`src/rtl/hsv2rgb_pkg.sv`:
```
// Shared constants, sector encoding and payload types for the HSV -> RGB888 pipeline.
package hsv2rgb_pkg;

    localparam int unsigned H_W  = 9;
    localparam int unsigned S_W  = 9;
    localparam int unsigned V_W  = 8;
    localparam int unsigned F_W  = 6;
    localparam int unsigned VS_W = 17;
    localparam int unsigned X_W  = 23;
    localparam int unsigned LAT  = 5;

    localparam int unsigned H_DEG    = 360;
    localparam int unsigned SECT_DEG = 60;
    localparam int unsigned S_FULL   = 256;
    localparam int unsigned DIV_K    = 15360;

    typedef enum logic [2:0] {
        SECT_0 = 3'd0,
        SECT_1 = 3'd1,
        SECT_2 = 3'd2,
        SECT_3 = 3'd3,
        SECT_4 = 3'd4,
        SECT_5 = 3'd5
    } sector_e;

    typedef struct packed {
        logic [V_W-1:0] r;
        logic [V_W-1:0] g;
        logic [V_W-1:0] b;
    } rgb_t;

    typedef struct packed {
        logic vs;
        logic hs;
        logic de;
    } sync_t;

    // v - d, floored at zero
    function automatic logic [V_W-1:0] sub_clip(input logic [V_W-1:0] v, input logic [V_W:0] d);
        return (d > {1'b0, v}) ? '0 : V_W'({1'b0, v} - d);
    endfunction

endpackage

```
`src/rtl/hsv2rgb_if.sv`:
```
// HSV input stream and RGB output stream of the converter.
interface hsv2rgb_if;
    import hsv2rgb_pkg::*;

    logic           hsv_vs;
    logic           hsv_hs;
    logic           hsv_de;
    logic [H_W-1:0] hsv_h;
    logic [S_W-1:0] hsv_s;
    logic [V_W-1:0] hsv_v;

    logic           rgb_vs;
    logic           rgb_hs;
    logic           rgb_de;
    logic [V_W-1:0] rgb_r;
    logic [V_W-1:0] rgb_g;
    logic [V_W-1:0] rgb_b;

    modport master (
        output hsv_vs, hsv_hs, hsv_de, hsv_h, hsv_s, hsv_v,
        input  rgb_vs, rgb_hs, rgb_de, rgb_r, rgb_g, rgb_b
    );

    modport slave (
        input  hsv_vs, hsv_hs, hsv_de, hsv_h, hsv_s, hsv_v,
        output rgb_vs, rgb_hs, rgb_de, rgb_r, rgb_g, rgb_b
    );

endinterface

```
`src/rtl/hsv2rgb_sector_decode.sv`:
```
// Registered hue decode: wraps h>=360, then splits into 60-degree sector and offset.
module hsv2rgb_sector_decode
    import hsv2rgb_pkg::*;
(
    input  logic           clk,
    input  logic           reset,
    input  logic [H_W-1:0] h_i,
    output sector_e        sector_o,
    output logic [F_W-1:0] f_o
);

    logic [H_W-1:0] h_wrap;
    logic [H_W-1:0] base;
    sector_e        sector_d, sector_q;
    logic [F_W-1:0] f_d, f_q;

    always_comb begin
        h_wrap   = (h_i >= H_W'(H_DEG)) ? h_i - H_W'(H_DEG) : h_i;
        sector_d = SECT_0;
        base     = '0;
        if (h_wrap >= H_W'(5 * SECT_DEG)) begin
            sector_d = SECT_5;
            base     = H_W'(5 * SECT_DEG);
        end else if (h_wrap >= H_W'(4 * SECT_DEG)) begin
            sector_d = SECT_4;
            base     = H_W'(4 * SECT_DEG);
        end else if (h_wrap >= H_W'(3 * SECT_DEG)) begin
            sector_d = SECT_3;
            base     = H_W'(3 * SECT_DEG);
        end else if (h_wrap >= H_W'(2 * SECT_DEG)) begin
            sector_d = SECT_2;
            base     = H_W'(2 * SECT_DEG);
        end else if (h_wrap >= H_W'(SECT_DEG)) begin
            sector_d = SECT_1;
            base     = H_W'(SECT_DEG);
        end
        f_d = F_W'(h_wrap - base);
    end

    always_ff @(posedge clk or posedge reset) begin
        if (reset) begin
            sector_q <= SECT_0;
            f_q      <= '0;
        end else begin
            sector_q <= sector_d;
            f_q      <= f_d;
        end
    end

    assign sector_o = sector_q;
    assign f_o      = f_q;

endmodule

```
`src/rtl/hsv2rgb.sv`:
```
// Five-stage HSV -> RGB888 pipeline; syncs travel a matching delay line.
module hsv2rgb
    import hsv2rgb_pkg::*;
(
    input  logic     clk,
    input  logic     reset,
    hsv2rgb_if.slave bus
);

    localparam int unsigned D_W = V_W + 1;

    // S1
    sector_e           sector1;
    logic [F_W-1:0]    f1;
    logic [V_W-1:0]    v1_d, v1_q;
    logic [S_W-1:0]    s1_d, s1_q;
    // S2
    sector_e           sector2_q;
    logic [F_W-1:0]    f2_q;
    logic [V_W-1:0]    v2_q;
    logic [VS_W-1:0]   vs2_d, vs2_q;
    // S3
    sector_e           sector3_q;
    logic [V_W-1:0]    v3_q, p3_d, p3_q;
    logic [X_W-1:0]    xq3_d, xq3_q, xt3_d, xt3_q;
    // S4
    sector_e           sector4_q;
    logic [V_W-1:0]    v4_q, p4_q, q4_d, q4_q, t4_d, t4_q;
    // S5 and sync line
    rgb_t              rgb_d, rgb_q;
    sync_t [LAT-1:0]   sync_d, sync_q;

    hsv2rgb_sector_decode u_dec (
        .clk      (clk),
        .reset    (reset),
        .h_i      (bus.hsv_h),
        .sector_o (sector1),
        .f_o      (f1)
    );

    always_comb begin
        s1_d  = (bus.hsv_s > S_W'(S_FULL)) ? S_W'(S_FULL) : bus.hsv_s;
        v1_d  = bus.hsv_v;
        vs2_d = VS_W'(v1_q) * VS_W'(s1_q);
        p3_d  = sub_clip(v2_q, D_W'(vs2_q >> 8));
        xq3_d = X_W'(vs2_q) * X_W'(f2_q);
        xt3_d = X_W'(vs2_q) * X_W'(F_W'(SECT_DEG) - f2_q);
        // divide by 256*60 gives v*s*frac scaled back to the 8-bit value range
        q4_d  = sub_clip(v3_q, D_W'(xq3_q / X_W'(DIV_K)));
        t4_d  = sub_clip(v3_q, D_W'(xt3_q / X_W'(DIV_K)));

        rgb_d = '0;
        case (sector4_q)
            SECT_0:  rgb_d = '{r: v4_q, g: t4_q, b: p4_q};
            SECT_1:  rgb_d = '{r: q4_q, g: v4_q, b: p4_q};
            SECT_2:  rgb_d = '{r: p4_q, g: v4_q, b: t4_q};
            SECT_3:  rgb_d = '{r: p4_q, g: q4_q, b: v4_q};
            SECT_4:  rgb_d = '{r: t4_q, g: p4_q, b: v4_q};
            SECT_5:  rgb_d = '{r: v4_q, g: p4_q, b: q4_q};
            default: rgb_d = '0;
        endcase

        sync_d = {sync_q[LAT-2:0], sync_t'({bus.hsv_vs, bus.hsv_hs, bus.hsv_de})};
    end

    always_ff @(posedge clk or posedge reset) begin
        if (reset) begin
            v1_q      <= '0;
            s1_q      <= '0;
            sector2_q <= SECT_0;
            f2_q      <= '0;
            v2_q      <= '0;
            vs2_q     <= '0;
            sector3_q <= SECT_0;
            v3_q      <= '0;
            p3_q      <= '0;
            xq3_q     <= '0;
            xt3_q     <= '0;
            sector4_q <= SECT_0;
            v4_q      <= '0;
            p4_q      <= '0;
            q4_q      <= '0;
            t4_q      <= '0;
            rgb_q     <= '0;
            sync_q    <= '0;
        end else begin
            v1_q      <= v1_d;
            s1_q      <= s1_d;
            sector2_q <= sector1;
            f2_q      <= f1;
            v2_q      <= v1_q;
            vs2_q     <= vs2_d;
            sector3_q <= sector2_q;
            v3_q      <= v2_q;
            p3_q      <= p3_d;
            xq3_q     <= xq3_d;
            xt3_q     <= xt3_d;
            sector4_q <= sector3_q;
            v4_q      <= v3_q;
            p4_q      <= p3_q;
            q4_q      <= q4_d;
            t4_q      <= t4_d;
            rgb_q     <= rgb_d;
            sync_q    <= sync_d;
        end
    end

    assign bus.rgb_r  = rgb_q.r;
    assign bus.rgb_g  = rgb_q.g;
    assign bus.rgb_b  = rgb_q.b;
    assign bus.rgb_vs = sync_q[LAT-1].vs;
    assign bus.rgb_hs = sync_q[LAT-1].hs;
    assign bus.rgb_de = sync_q[LAT-1].de;

endmodule

```
`src/flat_wrapper.sv`:
```
// flat-port wrapper written by rule: the top's interface ports become plain ports
module hsv2rgb_flat import hsv2rgb_pkg::*;
  (clk, reset, bus_hsv_vs, bus_hsv_hs, bus_hsv_de, bus_hsv_h, bus_hsv_s, bus_hsv_v, bus_rgb_vs, bus_rgb_hs, bus_rgb_de, bus_rgb_r, bus_rgb_g, bus_rgb_b);
  hsv2rgb_if bus_i ();
  input  logic clk;
  input  logic reset;
  input wire logic [$bits(bus_i.hsv_vs)-1:0] bus_hsv_vs;
  input wire logic [$bits(bus_i.hsv_hs)-1:0] bus_hsv_hs;
  input wire logic [$bits(bus_i.hsv_de)-1:0] bus_hsv_de;
  input wire logic [$bits(bus_i.hsv_h)-1:0] bus_hsv_h;
  input wire logic [$bits(bus_i.hsv_s)-1:0] bus_hsv_s;
  input wire logic [$bits(bus_i.hsv_v)-1:0] bus_hsv_v;
  output wire logic [$bits(bus_i.rgb_vs)-1:0] bus_rgb_vs;
  output wire logic [$bits(bus_i.rgb_hs)-1:0] bus_rgb_hs;
  output wire logic [$bits(bus_i.rgb_de)-1:0] bus_rgb_de;
  output wire logic [$bits(bus_i.rgb_r)-1:0] bus_rgb_r;
  output wire logic [$bits(bus_i.rgb_g)-1:0] bus_rgb_g;
  output wire logic [$bits(bus_i.rgb_b)-1:0] bus_rgb_b;
  assign bus_i.hsv_vs = bus_hsv_vs;
  assign bus_i.hsv_hs = bus_hsv_hs;
  assign bus_i.hsv_de = bus_hsv_de;
  assign bus_i.hsv_h = bus_hsv_h;
  assign bus_i.hsv_s = bus_hsv_s;
  assign bus_i.hsv_v = bus_hsv_v;
  assign bus_rgb_vs = bus_i.rgb_vs;
  assign bus_rgb_hs = bus_i.rgb_hs;
  assign bus_rgb_de = bus_i.rgb_de;
  assign bus_rgb_r = bus_i.rgb_r;
  assign bus_rgb_g = bus_i.rgb_g;
  assign bus_rgb_b = bus_i.rgb_b;
  hsv2rgb u_core (.clk(clk), .reset(reset), .bus(bus_i));
endmodule
```
`config.mk`:
```
export PLATFORM = sky130hd
export DESIGN_NAME = hsv2rgb_flat
export DESIGN_NICKNAME = d
export VERILOG_FILES = /design/src/rtl/hsv2rgb_pkg.sv /design/src/rtl/hsv2rgb_if.sv /design/src/rtl/hsv2rgb_sector_decode.sv /design/src/rtl/hsv2rgb.sv /design/src/flat_wrapper.sv
export SDC_FILE = /design/constraint.sdc
export NUM_CORES = 1
export LEC_CHECK = 0
export ABC_AREA = 0
export BUFFER_PORTS_ARGS = -buffer_cell sky130_fd_sc_hd__buf_2
export CAP_MARGIN = 20
export CORE_ASPECT_RATIO = 2
export CORE_UTILIZATION = 51
export CTS_BUF_LIST = sky130_fd_sc_hd__clkbuf_8
export CTS_CLUSTER_SIZE = 30
export DETAILED_ROUTE_END_ITERATION = 16
export PLACE_DENSITY_LB_ADDON = 0.15
export SYNTH_ARGS = -nofsm -noshare
export SYNTH_HDL_FRONTEND = slang
export SYNTH_SLANG_ARGS = --single-unit
```
`constraint.sdc`:
```
create_clock -name clk -period 7.1 [get_ports clk]
set_clock_uncertainty 0.15 [all_clocks]
set_input_delay 1.42 -clock clk [delete_from_list [all_inputs] [get_ports clk]]
set_output_delay 1.42 -clock clk [all_outputs]
set_load 0.005 [all_outputs]
```
==> results by stage, run 1 <==
Synthesis:
- The commonest cells after synthesis are sky130_fd_sc_hd__inv_1 (338), sky130_fd_sc_hd__fa_1 (247), sky130_fd_sc_hd__nand2_1 (199), sky130_fd_sc_hd__dfrtp_1 (179), sky130_fd_sc_hd__ha_1 (179).
- Synthesis produced a netlist with a net count of between 2k and 3k.
- The proportion of synthesized flip-flops having asynchronous set or reset is 100%.
- Yosys attributes the largest share of cell area to sky130_fd_sc_hd__fa_1 (25%), sky130_fd_sc_hd__dfrtp_1 (23%), sky130_fd_sc_hd__ha_1 (11%).
- The number of standard cells after synthesis is around 2.1k.
- In this run the cell area of the synthesized design comes to a little under 0.02 mm2.
- For this run, the leading register cell type out of synthesis is sky130_fd_sc_hd__dfrtp_1.
- The top cell type by area accounts for between 20% and 30% of the synthesized area.
- Yosys instantiated no cell more often than sky130_fd_sc_hd__inv_1.
- The synthesized netlist contains approximately 80 unique library cells.
- After synthesis, the mean cell area works out to 9.43 um2.
- For this run, the number of Yosys warnings is 0.
- The share of the yosys chip area belonging to registers is between 20% and 30%.
- The cell type contributing the most total cell area after synthesis is sky130_fd_sc_hd__fa_1.
- Yosys mapped a number of flops with a built-in enable equal to 0.
- The number of synthesized register bits is around 180.

Detailed routing:
- For this run, the detailed router's first-pass iteration total came to 7.
- Dividing the detail-routed via count by the number of cells gives 5.43.
- In this run, the number of DRC markers left after iteration 0 of detailed routing was around 630.
- The post-detailed-route count of antenna-violating nets is 0.
- The average wire per cell in the routed design is roughly 18 um.
- The routed layout has around 14k vias.
- In the routed design, unresolved DRC markers number 0.
- The routed wire length is roughly 47,000 um.

Setup path:
- The worst path arrival time is approximately 7.1 ns.
- In this design, the stage delay of the slowest critical-path cell is 0.64 ns.
- The most critical setup path has its endpoint at u_core.xt3_q[21]$_DFF_PP0_.
- The maximum fanout along the worst path is 12.
- The sort of element at the start of the critical path is a register.
- The cell repeated most along the worst path is sky130_fd_sc_hd__fa_1.
- At the worst endpoint, the required time is 7.34 ns.
- For flop-to-flop paths, the worst setup slack is approximately 0.29 ns.
- The worst setup path is captured at a register.
- The largest individual stage delay along the critical path comes from the cell sky130_fd_sc_hd__fa_1.
- The launch point of the critical path is u_core.f2_q[1]$_DFF_PP0_.
- The worst setup path is of the register to register kind.
- The startpoint identified for the worst register-to-register timing path is u_core.f2_q[1]$_DFF_PP0_.
- The endpoint of the most critical register-to-register path is u_core.xt3_q[21]$_DFF_PP0_.
- The worst register-to-register path has a depth of 23.
- The signal on the critical path passes through clkinv_1, ha_1, nor2_1, and3_1, buf_4, and2_1, fa_1, fa_1, inv_1, fa_1, inv_1, fa_1, inv_1, fa_1, inv_1, fa_1, ha_1, nor3_1, a2111oi_1, o21a_1, o21a_1, o211ai_1, xnor2_1.

Cells and area:
- The area of the multi-input gates is 0.0136 mm2.
- Of the cells placed in the final design, the portion with a size suffix greater than 1 is between 7 and 8%.
- The storage element area is 0.00448 mm2.
- The net count of the finished layout is about 2.6k.
- Counting the fill cells in the layout gives 3,412.
- The area added between synthesis and finish is 6.84%.

GRT:
- Summed over all layers, the global routing overflow is 0.
- Across every metal layer, demand over resource in global routing totals approximately 25%.
- The largest net degree at the start of global routing is 121.
- The number of antenna violations at the first check in global routing is 2.
- The first global-routing pass estimated just under 80,000 um of wire.
- The via count of the first global-routing pass is approximately 15k.

CTS:
- The post-CTS setup repair buffer count is 0.
- The clock passes through at most 2 buffers.
- The tree is rooted in a sky130_fd_sc_hd__clkbuf_8.
- The total clock sinks is between 150 and 200.
- The clock transition time at the flip-flop clock pins of the worst setup and hold paths is 0.10 ns.
- The CTS tree is built.
- The number of levels in the clock H-tree is 4.
- The later pin in the worst-skew pair is clocked with a latency of about 0.5 ns.
- The clock buffer count from CTS is 17.

STA:
- The total negative setup slack is 0 ns.
- The maximum frequency from static timing analysis is 147 MHz.
- The time the final worst path needs with I/O delays and setup is roughly 7 ns.
- The post-route fraction of the period consumed by the critical path is a little over nine tenths.
- In this run the tightest slew margin relative to its limit is roughly 43%.
- Setup repair after global routing left no endpoint under its margin.
- The final-report max-slew violation count is 0.
- Setup violations remaining at the end of the flow were counted as 0.
- For the pin with the worst max-slew slack, the measured transition is between 0.8 and 0.9 ns.
- The number of hold-slack violations in the final timing report is 0.

Placement:
- The estimated wirelength of the detail-placed design is a little under 40,000 um.
- The weighted congestion reported at the end of routability-driven placement is roughly 0.90.
- During placement, the flow inserted port buffers numbering 57.

Floorplan:
- The starting utilization of the core area is between 50% and 60%.
- Pin placement for this block handled between 50 and 60 I/O pins.
- From bottom edge to top edge, the die measures 280 um.
- The cell row count is approximately 100.
- The core outline area is roughly 0.038 mm2.
- The floorplan step defined a die boundary enclosing between 0.03 and 0.04 mm2.
- The die span in x is 141 um.

Outcome:
- The run finished with clean final reports.

Worst hold path:
- The worst hold path class is register to register.

Job:
- Max-cap violations in this run came to 0.
-- flip-flops by register name, indices dropped and copies added, names as in the netlist, 3 cells and up --
register,count
u_core.bus.rgb_b,8
u_core.bus.rgb_g,8
u_core.bus.rgb_r,8
u_core.f2_q,6
u_core.p3_q,8
u_core.p4_q,8
u_core.q4_q,8
u_core.s1_q,9
u_core.sector2_q,3
u_core.sector3_q,3
u_core.sector4_q,3
u_core.sync_d,12
u_core.t4_q,8
u_core.u_dec.f_o,6
u_core.u_dec.sector_o,3
u_core.v1_q,8
u_core.v2_q,8
u_core.v3_q,8
u_core.v4_q,8
u_core.vs2_q,17
u_core.xq3_q,13
u_core.xt3_q,13
-- layer usage --
layer	part of all wire, %	track usage [%]
met5	0	0
met3	2.7	3.08
met2	57	49.9
met1	33	24.2
met4	7.0	16.7
-- critical path, delay by kind of cell, from the launching register on --
family,cells,cell delay [ns]
XOR/XNOR,1,0.14
adder cells (fa/ha/maj),8,3.68
AO/OA/AOI/OAI,4,0.99
flip-flops,1,0.39
buffers and inverters,6,0.60
AND/OR/NAND/NOR,4,0.73
-- cell type report --
cell class / instances / share of cell area (%)
multi-input combinational: 1494 / 64.9
clock inverter: 15 / 0.810
antenna: 1 / 0.0119
inverter: 340 / 6.11
tap: 515 / 3.07
sequential: 179 / 21.3
timing repair buffer: 91 / 2.67
clock buffer: 17 / 1.11
-- worst min path at each step --
stage / from / slack [ns] / depth (start not counted) / endpoint
floorplan: u_core.sync_d[12]$_DFF_PP0_ / 0.18 / 0 / u_core.bus.rgb_de$_DFF_PP0_
global placement: u_core.u_dec.sector_o[1]$_DFF_PP0_ / 0.18 / 0 / u_core.sector2_q[1]$_DFF_PP0_
detailed placement: u_core.sync_d[5]$_DFF_PP0_ / 0.19 / 0 / u_core.sync_d[8]$_DFF_PP0_
CTS: u_core.p3_q[0]$_DFF_PP0_ / 0.19 / 0 / u_core.p4_q[0]$_DFF_PP0_
global route: u_core.p3_q[0]$_DFF_PP0_ / 0.20 / 0 / u_core.p4_q[0]$_DFF_PP0_
finish: u_core.p3_q[0]$_DFF_PP0_ / 0.19 / 0 / u_core.p4_q[0]$_DFF_PP0_
-- placed cells by master (no fill, tap or decap), drive strengths merged, types with 33 or more instances in the layout --
cell	synthesis	layout
a21oi	82	82
and2	133	133
buf	17	91
dfrtp	179	179
fa	247	247
ha	179	179
inv	338	344
mux2i	33	33
nand2	200	200
nor2	118	118
nor2b	47	47
o21ai	81	81
xnor2	64	64
-- logic make-up after synthesis --
logic type                 after synthesis  synth area share, %
and+or+nand+nor                        605                 15.1
adders and majority gates              431                 36.8
buffers and inverters                  413                 7.98
AOI/OAI and AO/OA                      328                 11.0
DFF                                    179                 22.8
xor gates and xnor gates                84                 3.81
muxes                                   46                 2.49
-- per-stage QoR --
step / cell area, um2 / setup WS [ns] / hold slack, ns / util [%] / instances
4_1_cts: 21000 / 0.164 / 0.194 / 55.1 / 2650
2_1_floorplan: 19700 / 0.0166 / 0.181 / - / 2086
6_report: 21000 / 0.287 / 0.186 / 55.3 / 2652
3_5_place_dp: 20600 / 0.192 / 0.186 / 54.1 / 2618
3_3_place_gp: 20600 / 0.444 / 0.183 / 54.1 / 2618
5_1_grt: 21000 / 0.00771 / 0.204 / 55.3 / 2652
-- what timing repair did --
action                     CTS  global route
gates resized for setup      0             5
setup endpoints to repair    0             3
hold buffers                 0             0
Power of run 1 is not shown: default switching activity piles up to over one toggle a cycle in this logic, so the estimate is an artifact.
==> run 2: changes to the inputs <==
--- a/config.mk
+++ b/config.mk
@@ -9,7 +9,7 @@
 export BUFFER_PORTS_ARGS = -buffer_cell sky130_fd_sc_hd__buf_2
 export CAP_MARGIN = 20
 export CORE_ASPECT_RATIO = 2
-export CORE_UTILIZATION = 51
+export CORE_UTILIZATION = 40
 export CTS_BUF_LIST = sky130_fd_sc_hd__clkbuf_8
 export CTS_CLUSTER_SIZE = 30
 export DETAILED_ROUTE_END_ITERATION = 16
==> constraint.sdc (replaced) <==
create_clock -name clk -period 7.1 [get_ports clk]
set_clock_uncertainty 0.15 [all_clocks]
set_input_delay 0 -clock clk [delete_from_list [all_inputs] [get_ports clk]]
set_output_delay 0 -clock clk [all_outputs]
set_load 0.005 [all_outputs]
==> run 2 against run 1 <==
Net effect:
- final cell count is 6.4% higher
- maximum frequency increased by 1.2%
- clock-buffer cell count did not move
- global-route usage shrank 4.7 points
- setup slack better by 0.079 ns
- via count rose by 0.80%
- critical path depth up 3
- first-iteration DRC count fell by 7.4%
- cell area rose by 3.4%
- hold slack worse by 0.10 ns
- die area rose by 27%
- non-clock buffer count increased by 47
==> results by stage, run 2 (same netlist as run 1, synthesis figures left out) <==
Setup path:
- At the worst endpoint, the required time is roughly 7.3 ns.
- The worst path arrival time is roughly 7 ns.
- The endpoint of the most critical register-to-register path is u_core.xt3_q[22]$_DFF_PP0_.
- The largest single stage delay on the critical path is roughly 0.6 ns.
- The reg2reg setup slack is about 0.37 ns.
- The cell depth of the worst flop-to-flop path is 26.
- The worst setup path category is register to register.
- Among the stages of the critical path, the cell type that occurs most often is sky130_fd_sc_hd__inv_1.
- In this run the critical register-to-register path is launched from u_core.f2_q[1]$_DFF_PP0_.
- The sort of element at the start of the critical path is a register.
- The number of buffers and inverters on the critical path is 5.
- STA classifies the critical path endpoint as a register.
- Of all nets on the critical path, the largest fanout is 8.
- The cell family with the largest share of critical-path delay is adder cells.
- The critical-path cell with the highest stage delay is sky130_fd_sc_hd__fa_1.

Detailed routing:
- For this block, the routed nets add up to ~50,000 um of wire.
- The remaining routing DRC violations is 0.
- The number of search-and-repair iterations in the first detailed-routing pass is 6.
- The number of DRC violations after detailed-routing iteration 0 is between 500 and 600.
- Using the TritonRoute via totals, the vias-per-cell ratio works out to about 5.1.
- In the final routed layout, each cell accounts on average for 17.6 um.
- The post-detailed-route count of antenna-violating nets is 0.
- The total number of vias is 14.5k.

CTS:
- TritonCTS built the clock tree.
- After clock tree synthesis, the clock-pin slew on the worst setup and hold paths is between 0.1 and 0.15 ns.
- The total clock sinks is 179.
- The clock insertion delay at the later pin of the skew report is between 0.5 and 0.6 ns.
- The clock tree root buffer cell is sky130_fd_sc_hd__clkbuf_8.
- Counting along the longest clock path gives a buffer depth of 2.
- The number of levels in the clock H-tree is 4.
- The clock buffer count from CTS is 17.

Floorplan:
- The initial utilization of the core area, before any placement, comes to between 40% and 50%.
- The die covers 0.0501 mm2.
- The die span in x is roughly 160 um.
- The cell row count is between 100 and 150.
- The count of boundary I/O pins is between 50 and 60.
- The core outline area is 0.0485 mm2.
- The chip height is between 300 and 400 um.

Cells and area:
- The library cell used most frequently in the layout, excluding fill and tap cells, is sky130_fd_sc_hd__inv_1.
- The flip-flop count of the largest register after layout is 17.
- The largest registers in the layout are u_core.vs2_q x17, u_core.xq3_q x13, u_core.xt3_q x13.
- In the layout the commonest cells are sky130_fd_sc_hd__inv_1 (337), sky130_fd_sc_hd__fa_1 (246), sky130_fd_sc_hd__nand2_1 (199).
- The fill cell total of the finished layout is ~4.7k.
- The share of layout cells above drive strength 1 is under 10%.
- The area added between synthesis and finish is 10.4%.
- The net count of the finished layout is roughly 2.6k.
- The register with the highest flop count is u_core.vs2_q.

GRT:
- Global routing consumed, over all layers together, 20.7% of the routing resources.
- Entering global routing, the biggest net connects ~110 pins.
- The number of antenna violations at the first check in global routing is 1.
- The via count of the first global-routing pass is 15.7k.
- Global routing finished with a remaining overflow of 0.
- The first global-routing pass estimated between 80,000 and 90,000 um of wire.

STA:
- Setup violations remaining at the end of the flow were counted as 0.
- The relative slew slack is between 30 and 40%.
- The post-route worst setup slack is 0.366 ns.
- The number of hold-slack violations in the final timing report is 0.
- Setup repair after global routing left no endpoint under its margin.
- The maximum frequency from static timing analysis is 149 MHz.
- The final-report max-slew violation count is 0.
- The total negative setup slack is 0 ns.
- The time the final worst path needs with I/O delays and setup is around 6.7 ns.
- The slew at the pin with the worst max-slew slack is 0.934 ns.
- After layout, the worst path uses 94.8% of the clock period.

Placement:
- The minimum setup slack after placement is about 0.0043 ns.
- Once detailed placement completed, the half-perimeter wirelength came to 41,300 um.
- The weighted congestion reported at the end of routability-driven placement is 0.873.
- The count of port buffers added during placement is 57.

Worst hold path:
- The worst hold path was traced through 3 stages.
- The worst hold path class is input port to register.
- The origin of the worst min-delay path is bus_hsv_s[5].
- For hold timing, the worst endpoint is u_core.s1_q[5]$_DFF_PP0_.

Outcome:
- The run finished with clean final reports.

Job:
- The number of maximum-capacitance violations is 0.
run 2: worst register-to-register path: stages (launching register included):
cell and delay (ns):
sky130_fd_sc_hd__dfrtp_2 0.46, sky130_fd_sc_hd__o21ai_0 0.28, sky130_fd_sc_hd__xor2_2 0.43, sky130_fd_sc_hd__nand2_1 0.15, sky130_fd_sc_hd__fa_1 0.60, sky130_fd_sc_hd__fa_1 0.43
sky130_fd_sc_hd__inv_1 0.08, sky130_fd_sc_hd__ha_1 0.13, sky130_fd_sc_hd__inv_1 0.05, sky130_fd_sc_hd__fa_1 0.52, sky130_fd_sc_hd__inv_1 0.04, sky130_fd_sc_hd__ha_1 0.26
sky130_fd_sc_hd__inv_1 0.05, sky130_fd_sc_hd__fa_1 0.53, sky130_fd_sc_hd__inv_1 0.04, sky130_fd_sc_hd__ha_1 0.29, sky130_fd_sc_hd__a21boi_0 0.14, sky130_fd_sc_hd__o21ai_0 0.28
sky130_fd_sc_hd__a21boi_0 0.18, sky130_fd_sc_hd__o21ai_1 0.19, sky130_fd_sc_hd__a21boi_0 0.18, sky130_fd_sc_hd__o31a_1 0.32, sky130_fd_sc_hd__o211a_1 0.26, sky130_fd_sc_hd__o21a_1 0.19
sky130_fd_sc_hd__o21ai_1 0.17, sky130_fd_sc_hd__a21oi_1 0.11, sky130_fd_sc_hd__xnor2_1 0.13
run 2: final cells by class:
cell class / instances / area (um2) / area share (%)
multi-input cells: 1494 / 13700 / 63.0
flip-flops and latches: 179 / 4490 / 20.7
inverters: 340 / 1280 / 5.91
repair buffers: 138 / 1040 / 4.78
well taps: 638 / 798 / 3.67
clock buffers: 17 / 234 / 1.08
clock inverters: 15 / 204 / 0.939
diodes: 1 / 2.50 / 0.0115
run 2: metal layers:
metal  global-route usage, %  vias to the layer above  part of all wire, %
met1                    18.5                     7200                   32
met4                    12.9                        0                  6.8
met5                       0                        -                    0
met2                    43.2                      333                   59
met3                    2.16                      150                  2.4
li1                        -                     6837                    -
run 2: through the flow:
stage,instance area [um2],utilization [%],hold slack (ns),instances
finish,21700,44.8,0.0856,2822
CTS,21600,44.6,0.0200,2818
global route,21700,44.8,0.0820,2822
floorplan,19700,-,-0.119,2086
global placement,20700,42.7,-0.0423,2737
detailed placement,20700,42.7,-0.0407,2737
run 2: repair_timing:
action / CTS / global route
gates resized for setup: 1 / 18
hold buffers: 49 / 1
pin swaps: 0 / 1
setup buffers: 0 / 1
hold endpoints to repair: 134 / 1
endpoints found under the setup margin: 2 / 7
run 2: how the worst max path moves through the flow:
stage | start | end | slack (ns) | cells after the start
after global routing | u_core.f2_q[1]$_DFF_PP0_ | u_core.xt3_q[22]$_DFF_PP0_ | 0.01 | 26
after floorplan | u_core.f2_q[0]$_DFF_PP0_ | u_core.xt3_q[21]$_DFF_PP0_ | 0.02 | 25
after global placement | u_core.f2_q[0]$_DFF_PP0_ | u_core.xt3_q[21]$_DFF_PP0_ | 0.15 | 23
final | u_core.f2_q[1]$_DFF_PP0_ | u_core.xt3_q[22]$_DFF_PP0_ | 0.37 | 26
after detailed placement | u_core.f2_q[0]$_DFF_PP0_ | u_core.xt3_q[22]$_DFF_PP0_ | 0.004 | 26
after CTS | u_core.f2_q[0]$_DFF_PP0_ | u_core.xt3_q[22]$_DFF_PP0_ | 0.009 | 28
Power of run 2 is left out for the same reason.
